==> src/rtl/count_wrap_monitor_if.sv <==
`default_nettype none
// ----------------------------------------------------------------------------
// count_wrap_monitor_if
// Bundles the sampled counter bus (en/clr/count) with the monitor's results.
// master: the side that drives the counter bus; slave: the monitor.
// Revision: 1.0  initial release
// ----------------------------------------------------------------------------
interface count_wrap_monitor_if #(
  parameter int HI_WIDTH = 8
);
  logic                  en;
  logic                  clr;
  logic [7:0]            count;
  logic [HI_WIDTH+7:0]   ext_count;
  logic                  ovf_pulse;
  logic                  unf_pulse;
  logic                  jump_pulse;
  logic                  dir;
  logic                  hi_err;

  modport master (
    output en, clr, count,
    input  ext_count, ovf_pulse, unf_pulse, jump_pulse, dir, hi_err
  );

  modport slave (
    input  en, clr, count,
    output ext_count, ovf_pulse, unf_pulse, jump_pulse, dir, hi_err
  );
endinterface
`default_nettype wire

==> src/rtl/count_wrap_monitor.sv <==
`default_nettype none
// ----------------------------------------------------------------------------
// count_wrap_monitor
// Watches an 8-bit up/down counter, classifies every enabled step and
// extends the count with a wrapping upper field {hi, last}.
// Revision: 1.0  initial release
// ----------------------------------------------------------------------------
module count_wrap_monitor #(
  parameter int HI_WIDTH = 8
) (
  input  logic                 clk,
  input  logic                 rst,    // asynchronous, active-low
  count_wrap_monitor_if.slave  bus
);

  typedef enum logic [0:0] {
    INIT  = 1'b0,
    TRACK = 1'b1
  } state_t;

  state_t                state, state_nxt;
  logic [HI_WIDTH-1:0]   hi, hi_nxt;
  logic [7:0]            last, last_nxt;
  logic                  dir, dir_nxt;
  logic                  hi_err, hi_err_nxt;
  logic                  ovf, ovf_nxt;
  logic                  unf, unf_nxt;
  logic                  jump, jump_nxt;

  // Neighbours of the previous sample, kept 8 bits wide so they wrap.
  logic [7:0]            last_inc;
  logic [7:0]            last_dec;
  assign last_inc = last + 8'd1;
  assign last_dec = last - 8'd1;

  // Register all state and the one-cycle event pulses.
  always_ff @(posedge clk or negedge rst) begin
    if (!rst) begin
      state  <= INIT;
      hi     <= '0;
      last   <= '0;
      dir    <= 1'b1;
      hi_err <= 1'b0;
      ovf    <= 1'b0;
      unf    <= 1'b0;
      jump   <= 1'b0;
    end else begin
      state  <= state_nxt;
      hi     <= hi_nxt;
      last   <= last_nxt;
      dir    <= dir_nxt;
      hi_err <= hi_err_nxt;
      ovf    <= ovf_nxt;
      unf    <= unf_nxt;
      jump   <= jump_nxt;
    end
  end

  // Step classification; wrap cases are tested before the +/-1 cases so a
  // 255->0 step is an overflow rather than a plain up step.
  always_comb begin
    state_nxt  = state;
    hi_nxt     = hi;
    last_nxt   = last;
    dir_nxt    = dir;
    hi_err_nxt = hi_err;
    ovf_nxt    = 1'b0;
    unf_nxt    = 1'b0;
    jump_nxt   = 1'b0;

    if (bus.clr) begin
      state_nxt  = INIT;
      hi_nxt     = '0;
      last_nxt   = '0;
      dir_nxt    = 1'b1;
      hi_err_nxt = 1'b0;
    end else if (bus.en) begin
      last_nxt = bus.count;
      case (state)
        INIT: begin
          hi_nxt    = '0;
          state_nxt = TRACK;
        end
        TRACK: begin
          if (last == 8'hFF && bus.count == 8'h00) begin
            hi_nxt  = hi + 1'b1;
            ovf_nxt = 1'b1;
            dir_nxt = 1'b1;
            if (&hi) begin
              hi_err_nxt = 1'b1;
            end
          end else if (last == 8'h00 && bus.count == 8'hFF) begin
            hi_nxt  = hi - 1'b1;
            unf_nxt = 1'b1;
            dir_nxt = 1'b0;
            if (hi == '0) begin
              hi_err_nxt = 1'b1;
            end
          end else if (bus.count == last_inc) begin
            dir_nxt = 1'b1;
          end else if (bus.count == last_dec) begin
            dir_nxt = 1'b0;
          end else if (bus.count == last) begin
            dir_nxt = dir;   // stall: nothing moves
          end else begin
            hi_nxt   = '0;
            jump_nxt = 1'b1;
          end
        end
        default: begin
          state_nxt = INIT;
        end
      endcase
    end
  end

  assign bus.ext_count  = {hi, last};
  assign bus.ovf_pulse  = ovf;
  assign bus.unf_pulse  = unf;
  assign bus.jump_pulse = jump;
  assign bus.dir        = dir;
  assign bus.hi_err     = hi_err;

endmodule
`default_nettype wire

==> src/flat_wrapper.sv <==
// flat-port wrapper written by rule: the top's interface ports become plain ports
module count_wrap_monitor_flat 
#(
  parameter int HI_WIDTH = 8
)
  (clk, rst, bus_en, bus_clr, bus_count, bus_ext_count, bus_ovf_pulse, bus_unf_pulse, bus_jump_pulse, bus_dir, bus_hi_err);
  count_wrap_monitor_if #(.HI_WIDTH(HI_WIDTH)) bus_i ();
  input  logic clk;
  input  logic rst;
  input wire logic [$bits(bus_i.en)-1:0] bus_en;
  input wire logic [$bits(bus_i.clr)-1:0] bus_clr;
  input wire logic [$bits(bus_i.count)-1:0] bus_count;
  output wire logic [$bits(bus_i.ext_count)-1:0] bus_ext_count;
  output wire logic [$bits(bus_i.ovf_pulse)-1:0] bus_ovf_pulse;
  output wire logic [$bits(bus_i.unf_pulse)-1:0] bus_unf_pulse;
  output wire logic [$bits(bus_i.jump_pulse)-1:0] bus_jump_pulse;
  output wire logic [$bits(bus_i.dir)-1:0] bus_dir;
  output wire logic [$bits(bus_i.hi_err)-1:0] bus_hi_err;
  assign bus_i.en = bus_en;
  assign bus_i.clr = bus_clr;
  assign bus_i.count = bus_count;
  assign bus_ext_count = bus_i.ext_count;
  assign bus_ovf_pulse = bus_i.ovf_pulse;
  assign bus_unf_pulse = bus_i.unf_pulse;
  assign bus_jump_pulse = bus_i.jump_pulse;
  assign bus_dir = bus_i.dir;
  assign bus_hi_err = bus_i.hi_err;
  count_wrap_monitor #(.HI_WIDTH(HI_WIDTH)) u_core (.clk(clk), .rst(rst), .bus(bus_i));
endmodule
==> config.mk <==
export PLATFORM = sky130hd
export DESIGN_NAME = count_wrap_monitor_flat
export DESIGN_NICKNAME = d
export VERILOG_FILES = /design/src/rtl/count_wrap_monitor_if.sv /design/src/rtl/count_wrap_monitor.sv /design/src/flat_wrapper.sv
export SDC_FILE = /design/constraint.sdc
export NUM_CORES = 1
export LEC_CHECK = 0
export CORE_MARGIN = 3
export CORE_UTILIZATION = 58
export DETAILED_ROUTE_END_ITERATION = 10
export PLACE_DENSITY = 0.83
export SLEW_MARGIN = 10
export SYNTH_ARGS = -nofsm -noshare
export SYNTH_HDL_FRONTEND = slang
export SYNTH_SLANG_ARGS = --single-unit
==> constraint.sdc <==
create_clock -name clk -period 5.09 [get_ports clk]
set_input_delay 0.7635 -clock clk [delete_from_list [all_inputs] [get_ports clk]]
set_output_delay 0.7635 -clock clk [all_outputs]
set_load 0.05 [all_outputs]
==> reports/qor.txt, run 1 <==
final wirelength: 4510 um
die width: 64.4 um
setup_tns: 0 ns
Final setup viols: 0
Synth Register Bits: 22
Primary FF master, synth: dfrtp_1
initial antenna violation count: 0
NumNets Final: 261
largest net degree at the start of global routing: 23
Critical path buffers and inverters: 1
die area: 0.00415 mm2
Crit path largest cell delay: 0.51 ns
Reg clk slew, reported paths: 0.12 ns
Crit Path Category: primary input to flop
Post-DP Area: 0.00221 mm2
WHS Path Cells: 2
Max clock buf depth: 2
# rows: 20
TritonCTS Buffers: 3
Vias/cell: 6.07
R2R setup slack: 2.24 ns
gr ovfl total: 0
Initial Util: 62.8%
WP data arrival: 3.30 ns
syn_area_per_cell: 8.88 um2
Cell Chain, Critical Path: clkdlybuf4s50_1 -> xnor2_2 -> or4b_1 -> mux2i_1 -> a31oi_1 -> a211o_1 -> a31o_1 -> mux2_4
Crit path max-delay family: compound AO/OA/AOI/OAI gates
number of cells on the critical path: 8
Pre-antenna DRT Iters: 5
DRC Markers: 0
PostCTS Resize Cnt: 0
outcome: finished, final reports clean
Syn Inst Count: 223
Post-Syn Nets: 241
Global Route Usage Sum: 23.3%
crit-path max FO: 8
first-pass GRT wire length: 7760 um
Critical Path Source Type: primary input
vias in the first global route: 1566
die extent in y: 64.4 um
CP required: 5.30 ns
H-tree Lvls: 1
hold buffers post-CTS: 0
CTS tree: done
most common cell after layout, fill and taps aside: clkdlybuf4s50_1
FMAX: 323 MHz
P_leak: 0.899 nW
ANT nets after route: 0
Worst slew margin: 36.5%
slew of the pin with the lowest slew margin: 0.950 ns
IO Port Bufs: 32
post-CTS setup buffer count: 0
slowest CP cell: clkdlybuf4s50_1
diode count: 0
synthesized cell area: 0.00198 mm2
1st-iter DRT viols: 147
routed vias: 1736
CP endpoint kind: flop
final instance area: 0.00226 mm2
crit path time final: 3.10 ns
non-filler cells, final: 286
post-synth cell types: 59
Fin. Hold Viols: 0
total core area: 0.00315 mm2
Final Power: 0.436 mW
Pwr Density: 193 mW/mm2
Post-synth ARST share: 100%
clk root buf: clkbuf_4
period utilization: 60.9%
sequential share of the synthesized area: 27.9%
most frequent cells in the layout: clkdlybuf4s50_1 (32), nor2_1 (30), dfrtp_1 (21), nand2_1 (15), mux2i_1 (12)
hold_ws: 0.533 ns
count of pins over their slew limit: 0
WL per Instance: 15.8 um
Clk Latency, worst-skew pair: 0.31 ns
Post-synth EDFFs: 0
Sink Count: 22
max-cap violations: 0
share of cells above drive strength 1: 9.92%
hold crit path type: flop to flop
# IOs: 33
maximum vdd drop: 0.178 mV
skew final: 0.00231 ns
GP Congestion: 0.903
yosys warns: 0
R2R cell count: 8
hpwl dp: 3340 um
RSZ-0062 raised after global routing: false
Placed Cells: 282
P&R area growth vs syn: 14.3%
[worst paths after layout]
check | from | to
max | bus_count[7] | u_core.hi[3]
min | u_core.bus.hi_err | u_core.bus.hi_err
max reg2reg | u_core.last[0] | u_core.hi[3]
min reg2reg | u_core.bus.hi_err | u_core.bus.hi_err
max in group asynchronous | rst | u_core.hi[1]
min in group asynchronous | rst | u_core.last[0]
[worst register-to-register path: cells and delay by family (launching register included)]
family	cells	cell delay (ns)
multiplexers	1	0.35
flip-flops	1	0.58
XOR/XNOR	1	0.16
AND/OR/NAND/NOR	1	0.36
AO/OA/AOI/OAI	3	0.80
adder cells (fa/ha/maj)	1	0.33
buffers and inverters	1	0.16
[state kept, by name, summed over array words and instances (netlist names)]
name	cells
u_core.hi	8
u_core.bus.unf_pulse	1
u_core.bus.hi_err	1
u_core.bus.ovf_pulse	1
u_core.last	8
u_core.state	1
u_core.bus.jump_pulse	1
u_core.bus.dir	1
[synthesized netlist by cell type (all sizes together), types with 3 or more instances]
cell    instances  area share (%)
inv             5            0.95
nand4           6             1.9
nor2           31             6.0
nand2b          3            0.95
nor3            9             2.3
o21ai           5             1.3
nand2          15             2.8
mux2            7             5.1
nand3           7             1.8
buf             6             2.2
mux2i          12             6.1
nor4b           5             2.5
a31oi           5             1.6
clkbuf         11             5.1
ha              6             3.8
dfrtp          21              27
o211ai          3             1.1
xor2            3             1.3
and2            3             1.0
and3            3            0.95
xnor2          11             5.2
a21oi           6             1.5
[layer usage]
metal	part of all wire (%)	wire, um	GRT usage [%]	vias to the layer above
met3	7.1	322	3.99	2
met5	0	0	0	-
met2	42	1900	33.5	71
met1	50	2270	36.4	809
li1	-	-	-	854
met4	0.47	21	5.01	0
[area by class of cell]
type | count | area (um2)
Clock buffer | 3 | 22.5
Clock inverter | 1 | 30.0
Fill cell | 272 | 890
Inverter | 5 | 18.8
Multi-Input combinational cell | 179 | 1260
Sequential cell | 22 | 552
Tap cell | 44 | 55.1
Timing Repair Buffer | 32 | 320
[where the power goes]
part | switching [mW] | internal [mW] | total [mW]
registers | 0.0145 | 0.180 | 0.194
logic | 0.0632 | 0.0477 | 0.111
clock network | 0.0516 | 0.0796 | 0.131
total | 0.129 | 0.307 | 0.436
[cells by family (layout without fill, tap and decap cells)]
group | after synthesis | after routing | share of synthesized area [%]
and+or+nand+nor | 98 | 98 | 27.0
AOI/OAI and AO/OA | 42 | 42 | 15.4
DFF | 22 | 22 | 27.9
buffers and inverters | 22 | 41 | 8.28
muxes | 19 | 19 | 11.2
xor gates and xnor gates | 14 | 14 | 6.57
adders and majority gates | 6 | 6 | 3.79
[stage by stage]
stage | setup slack, ns | util [%]
5_1_grt | 1.90 | 71.8
2_1_floorplan | 2.27 | -
3_5_place_dp | 1.70 | 70.1
4_1_cts | 2.04 | 71.8
6_report | 1.99 | 71.8
3_3_place_gp | 1.77 | 70.1
Power figures use the tool's default switching activity.
==> run 2: changes to the inputs <==
--- a/config.mk
+++ b/config.mk
@@ -6,9 +6,9 @@
 export NUM_CORES = 1
 export LEC_CHECK = 0
 export CORE_MARGIN = 3
-export CORE_UTILIZATION = 58
+export CORE_UTILIZATION = 54
 export DETAILED_ROUTE_END_ITERATION = 10
-export PLACE_DENSITY = 0.83
+export PLACE_DENSITY = 0.78
 export SLEW_MARGIN = 10
 export SYNTH_ARGS = -nofsm -noshare
 export SYNTH_HDL_FRONTEND = slang
==> constraint.sdc (replaced) <==
create_clock -name clk -period 3.19 [get_ports clk]
set_input_delay 0.4785 -clock clk [delete_from_list [all_inputs] [get_ports clk]]
set_output_delay 0.4785 -clock clk [all_outputs]
set_load 0.05 [all_outputs]
==> reports/qor.txt, run 2 (same netlist as run 1, synthesis figures left out) <==
Global Route Usage Sum: 23.0% (-0.32 points)
Worst slew margin: 34.9% (-1.6 points)
ANT nets after route: 0 (unchanged)
slew of the pin with the lowest slew margin: 0.974 ns (+0.0244 ns)
die extent in y: 66.6 um (+3.3%)
Crit path largest cell delay: 0.59 ns (+0.08 ns)
hold_ws: 0.527 ns (-0.00601 ns)
R2R cell count: 8 (unchanged)
RSZ-0062 raised after global routing: false
H-tree Lvls: 1 (unchanged)
largest net degree at the start of global routing: 23 (unchanged)
Reg clk slew, reported paths: 0.07 ns (-0.05 ns)
total core area: 0.00344 mm2 (+9.2%)
final instance area: 0.00234 mm2 (+3.5%)
CP required: 3.33 ns (-1.97 ns)
WHS Path Cells: 2 (unchanged)
hold crit path type: flop to flop
Critical Path Source Type: flop
gr ovfl total: 0 (unchanged)
most common cell after layout, fill and taps aside: clkdlybuf4s50_1
WP data arrival: 3.01 ns (-0.29 ns)
most frequent cells in the layout: clkdlybuf4s50_1 (32), nor2_1 (30), dfrtp_1 (21), nand2_1 (15), mux2i_1 (12)
Placed Cells: 294 (+4.3%)
Post-DP Area: 0.00229 mm2 (+3.5%)
sw frac: 30.3% (+0.72 points)
skew final: 0.00269 ns (+0.000380 ns)
Sw Pwr: 0.209 mW (+62%)
Util after Layout: 68.1% (-3.7 points)
DRC Markers: 0 (unchanged)
Int Pwr: 0.481 mW (+57%)
Final setup viols: 0 (unchanged)
vias in the first global route: 1567 (+0.064%)
Clock Power Share: 27.8% (-2.3 points)
TritonCTS Buffers: 3 (unchanged)
outcome: finished, final reports clean
diode count: 0 (unchanged)
# IOs: 33 (unchanged)
Pwr Density: 294 mW/mm2 (+53%)
P_leak: 0.947 nW (+5.4%)
post-CTS setup buffer count: 0 (unchanged)
RR Startpoint: u_core.last[1]
register share of total power: 44.8% (+0.3 points)
count of pins over their slew limit: 0 (unchanged)
Fin. Hold Viols: 0 (unchanged)
Vias/cell: 6.10 (+0.45%)
# rows: 21 (+5.0%)
setup slack after layout: 0.322 ns (-1.67 ns)
Clk Latency, worst-skew pair: 0.26 ns (-0.05 ns)
Filler cells: 301 (+11%)
CP endpoint kind: flop
FMAX: 349 MHz
Pre-antenna DRT Iters: 5 (unchanged)
hold buffers post-CTS: 0 (unchanged)
CTS tree: done
P&R area growth vs syn: 18.3%
hpwl dp: 3620 um (+8.4%)
non-filler cells, final: 298 (+4.2%)
Initial Util: 57.5% (-5.3 points)
biggest registers after layout: u_core.hi: 8 flops, u_core.last: 8 flops
share of cells above drive strength 1: 13.5% (+3.6 points)
HP Start: u_core.bus.hi_err
GP Congestion: 0.880 (-2.6%)
Final Power: 0.690 mW (+58%)
setup_tns: 0 ns (unchanged)
crit path time final: 2.87 ns
IO Port Bufs: 32 (unchanged)
clk root buf: clkbuf_8
die width: 66.6 um (+3.3%)
Place WS: 0.0779 ns (-1.63 ns)
period utilization: 89.9%
Max clock buf depth: 2 (unchanged)
die area: 0.00443 mm2 (+6.7%)
PostCTS Resize Cnt: 0 (unchanged)
Crit Reg-Reg Endpoint: u_core.hi[3]
combinational share of power: 27.3% (+1.9 points)
Sink Count: 22 (unchanged)
initial antenna violation count: 0 (unchanged)
1st-iter DRT viols: 200 (+36%)
Crit Path Category: flop to flop
first-pass GRT wire length: 7820 um (+0.89%)
routed vias: 1817 (+4.7%)
maximum vdd drop: 0.299 mV (+68%)
NumNets Final: 271 (+3.8%)
slowest CP cell: dfrtp_1
Cell Chain, Critical Path: inv_1 -> ha_1 -> xor2_1 -> a211oi_1 -> nor4b_1 -> a31oi_1 -> a31o_1 -> mux2_4
hold endpoint: u_core.bus.hi_err
WL per Instance: 15.8 um (about the same)
max-cap violations: 0 (unchanged)
final wirelength: 4700 um (+4.3%)
crit-path max FO: 10 (+2)
R2R setup slack: 0.32 ns (-1.92 ns)
-- run 2: cell types whose count changed in the layout (fill, tap and decap cells not counted), sizes merged --
cell and change:
buf +10, bufinv -1, clkbuf +1
-- run 2: layout make-up --
cell class                 instances  area (um2)  area share, %
multi-input combinational        179        1260           54.0
sequential                        22         552           23.5
timing repair buffer              42         395           16.9
clock buffer                       4        55.1           2.35
inverter                           5        18.8          0.801
tap                               46        57.6           2.46
-- run 2: worst max-delay path, delay by kind of cell, from the launching register on --
| family | cells | cell delay (ns) |
|---|---|---|
| buffers and inverters | 1 | 0.12 |
| adder cells (fa/ha/maj) | 1 | 0.30 |
| XOR/XNOR | 1 | 0.16 |
| flip-flops | 1 | 0.59 |
| AO/OA/AOI/OAI | 3 | 0.82 |
| multiplexers | 1 | 0.35 |
| AND/OR/NAND/NOR | 1 | 0.40 |
-- run 2: how the worst max path moves through the flow --
stage	end	slack [ns]	cells after the start	start
final	u_core.hi[3]	0.32	8	u_core.last[1]
after global routing	u_core.hi[7]	0.14	7	u_core.last[1]
after global placement	u_core.hi[5]	0.15	8	bus_count[7]
after floorplan	u_core.hi[4]	0.37	10	u_core.last[0]
after detailed placement	u_core.hi[3]	0.08	8	bus_count[7]
after CTS	u_core.hi[3]	0.33	8	u_core.last[1]
-- run 2: power groups by stage --
stage,clock [mW],sequential [mW],combinational (mW)
3_5_place_dp,0,0.314,0.187
5_1_grt,0.208,0.312,0.203
6_report,0.192,0.309,0.189
4_1_cts,0.198,0.309,0.188
2_1_floorplan,0,0.327,0.114
3_3_place_gp,0,0.314,0.187
-- run 2: routing by layer --
| layer | vias up | GRT usage, % | routed length, um |
|---|---|---|---|
| li1 | 883 | - | - |
| met1 | 860 | 38.1 | 2450 |
| met2 | 69 | 31.1 | 1960 |
| met3 | 5 | 3.88 | 271 |
| met4 | 0 | 3.30 | 23 |
| met5 | - | 0 | 0 |
==> run 3: changes to the inputs <==
--- a/config.mk
+++ b/config.mk
@@ -5,10 +5,11 @@
 export SDC_FILE = /design/constraint.sdc
 export NUM_CORES = 1
 export LEC_CHECK = 0
-export CORE_MARGIN = 3
+export CORE_MARGIN = 2
 export CORE_UTILIZATION = 54
 export DETAILED_ROUTE_END_ITERATION = 10
 export PLACE_DENSITY = 0.78
+export SETUP_SLACK_MARGIN = 0.5
 export SLEW_MARGIN = 10
 export SYNTH_ARGS = -nofsm -noshare
 export SYNTH_HDL_FRONTEND = slang
==> reports/qor.txt, run 3 (same netlist as run 1, synthesis figures left out) <==
Pwr Density: 283 mW/mm2 (-3.8%)
DRC Markers: 0 (unchanged)
# IOs: 33 (unchanged)
slew of the pin with the lowest slew margin: 0.510 ns (-0.464 ns)
die extent in y: 64.6 um (-3.0%)
number of cells on the critical path: 8 (unchanged)
GP Congestion: 0.902 (+2.6%)
period utilization: 80.3% (-9.6 points)
count of pins over their slew limit: 0 (unchanged)
Fin. Hold Viols: 0 (unchanged)
largest net degree at the start of global routing: 23 (unchanged)
hold crit path type: flop to flop
Final setup viols: 0 (unchanged)
crit path time final: 2.56 ns (-0.307 ns)
Global Route Usage Sum: 25.1% (+2.1 points)
Clk Latency, worst-skew pair: 0.26 ns (about the same)
met2 usage: 41.7% (+11 points)
slowest CP cell: dfrtp_1
# rows: 22 (+4.8%)
Critical Path Source Type: flop
biggest registers after layout: u_core.hi: 8 flops, u_core.last: 8 flops
WHS Path Cells: 2 (unchanged)
final wirelength: 4940 um (+5.1%)
ANT nets after route: 0 (unchanged)
Util after Layout: 67.3% (-0.77 points)
share of cells above drive strength 1: 17.4% (+3.9 points)
gr ovfl total: 0 (unchanged)
Worst slew margin: 65.9% (+31 points)
crit-path max FO: 10 (unchanged)
routed vias: 1810 (-0.39%)
CP required: 3.34 ns (about the same)
Pre-antenna DRT Iters: 4 (-1)
Max clock buf depth: 2 (unchanged)
Initial Util: 54.9% (-2.6 points)
clk root buf: clkbuf_8
FMAX: 390 MHz (+12%)
Crit Reg-Reg Endpoint: u_core.hi[3]
setup_tns: 0 ns (unchanged)
vias in the first global route: 1692 (+8.0%)
Reg clk slew, reported paths: 0.08 ns (about the same)
Crit path max-delay family: compound AO/OA/AOI/OAI gates
P_leak: 0.999 nW (+5.4%)
CP Capture Point: u_core.hi[3]
skew final: 0.00205 ns (-0.000641 ns)
Cell Chain, Critical Path: buf_4 -> nor3_1 -> nand3b_1 -> xnor2_1 -> o211ai_1 -> a211o_1 -> a31o_4 -> mux2_4
die width: 64.6 um (-3.0%)
M3 GR Usage: 2.43% (-1.4 points)
Final Power: 0.688 mW (-0.31%)
1st-iter DRT viols: 84 (-58%)
IO Port Bufs: 32 (unchanged)
Vias/cell: 5.92 (-3.0%)
most frequent cells in the layout: nor2_1 (30), clkdlybuf4s50_1 (29), dfrtp_1 (19), buf_4 (16), nand2_1 (15)
Sink Count: 22 (unchanged)
initial antenna violation count: 0 (unchanged)
first-pass GRT wire length: 8220 um (+5.1%)
outcome: finished, final reports clean
WP data arrival: 2.71 ns (-0.30 ns)
TritonCTS Buffers: 3 (unchanged)
Critical path buffers and inverters: 1 (unchanged)
max-cap violations: 0 (unchanged)
R2R setup slack: 0.63 ns (+0.31 ns)
Crit path largest cell delay: 0.51 ns (-0.08 ns)
most common cell after layout, fill and taps aside: nor2_1
CTS tree: done
maximum vdd drop: 0.228 mV (-24%)
CP endpoint kind: flop
total core area: 0.00361 mm2 (+4.8%)
met1 Usage GRT: 34.4% (-3.7 points)
hold_ws: 0.514 ns (-0.0128 ns)
Crit Path Category: flop to flop
die area: 0.00417 mm2 (-5.9%)
Critical Path Source: u_core.last[2]
WL per Instance: 16.2 um (+2.3%)
hold buffers post-CTS: 0 (unchanged)
H-tree Lvls: 1 (unchanged)
diode count: 0 (unchanged)
P&R area growth vs syn: 22.6%
hpwl dp: 3620 um (about the same)
RSZ-0062 raised after global routing: false
RR Startpoint: u_core.last[2]
busiest layer in global routing: met2
NumNets Final: 277 (+2.2%)
R2R cell count: 8 (unchanged)
## run 3: cell types whose count changed in the layout (fill, tap and decap cells not counted), sizes merged
cell	before	now
buf	10	16
clkdlybuf4s50	32	29
dlymetal6s2s	0	3
## run 3: worst min-delay path by stage
stage,startpoint,end,slack (ns)
final,u_core.bus.hi_err,u_core.bus.hi_err,0.51
after global routing,u_core.bus.hi_err,u_core.bus.hi_err,0.57
after CTS,u_core.bus.hi_err,u_core.bus.hi_err,0.52
after detailed placement,u_core.bus.hi_err,u_core.bus.hi_err,0.50
after global placement,u_core.bus.hi_err,u_core.bus.hi_err,0.49
after floorplan,rst,u_core.bus.hi_err,0.18
## run 3: metrics by stage
stage | instance area [um2] | setup WS (ns) | std cells
3_3_place_gp | 2310 | 0.171 | 298
3_5_place_dp | 2310 | 0.120 | 298
4_1_cts | 2360 | 0.506 | 302
5_1_grt | 2430 | 0.470 | 306
2_1_floorplan | 1980 | 0.538 | 223
6_report | 2430 | 0.629 | 306
## run 3: repair_timing
| item | 4_1_cts | 5_1_grt |
|---|---|---|
| resized for setup | 2 | 7 |
| setup buffers | 0 | 4 |
| hold endpoints to repair | 0 | 0 |
| endpoints found under the setup margin | 6 | 8 |
## run 3: power by group
group,total [mW],leakage [nW],internal (mW),switching [mW]
Sequential,0.309,0.294,0.287,0.0222
Clock,0.176,0.0228,0.0891,0.0873
Combinational,0.202,0.682,0.0918,0.110
Total,0.688,0.999,0.468,0.220
## run 3: final cells by class
| type | instances | area (um2) |
|---|---|---|
| sequential | 22 | 554 |
| timing repair buffer | 48 | 448 |
| multi-input combinational | 179 | 1300 |
| clock buffer | 4 | 45.0 |
| tap | 48 | 60.1 |
| fill | 306 | 1180 |
| inverter | 5 | 18.8 |
## run 3: worst min-delay path, cell delays in order, from the launching register on
cell,delay (ns)
dfrtp_1,0.34
nor2_1,0.05
nor2_1,0.08
## run 3: routing by layer
metal  routed length, um  share of wire, %
met5                   0                 0
met4                  70               1.4
met3                 219               4.4
met2                2400                49
met1                2250                45
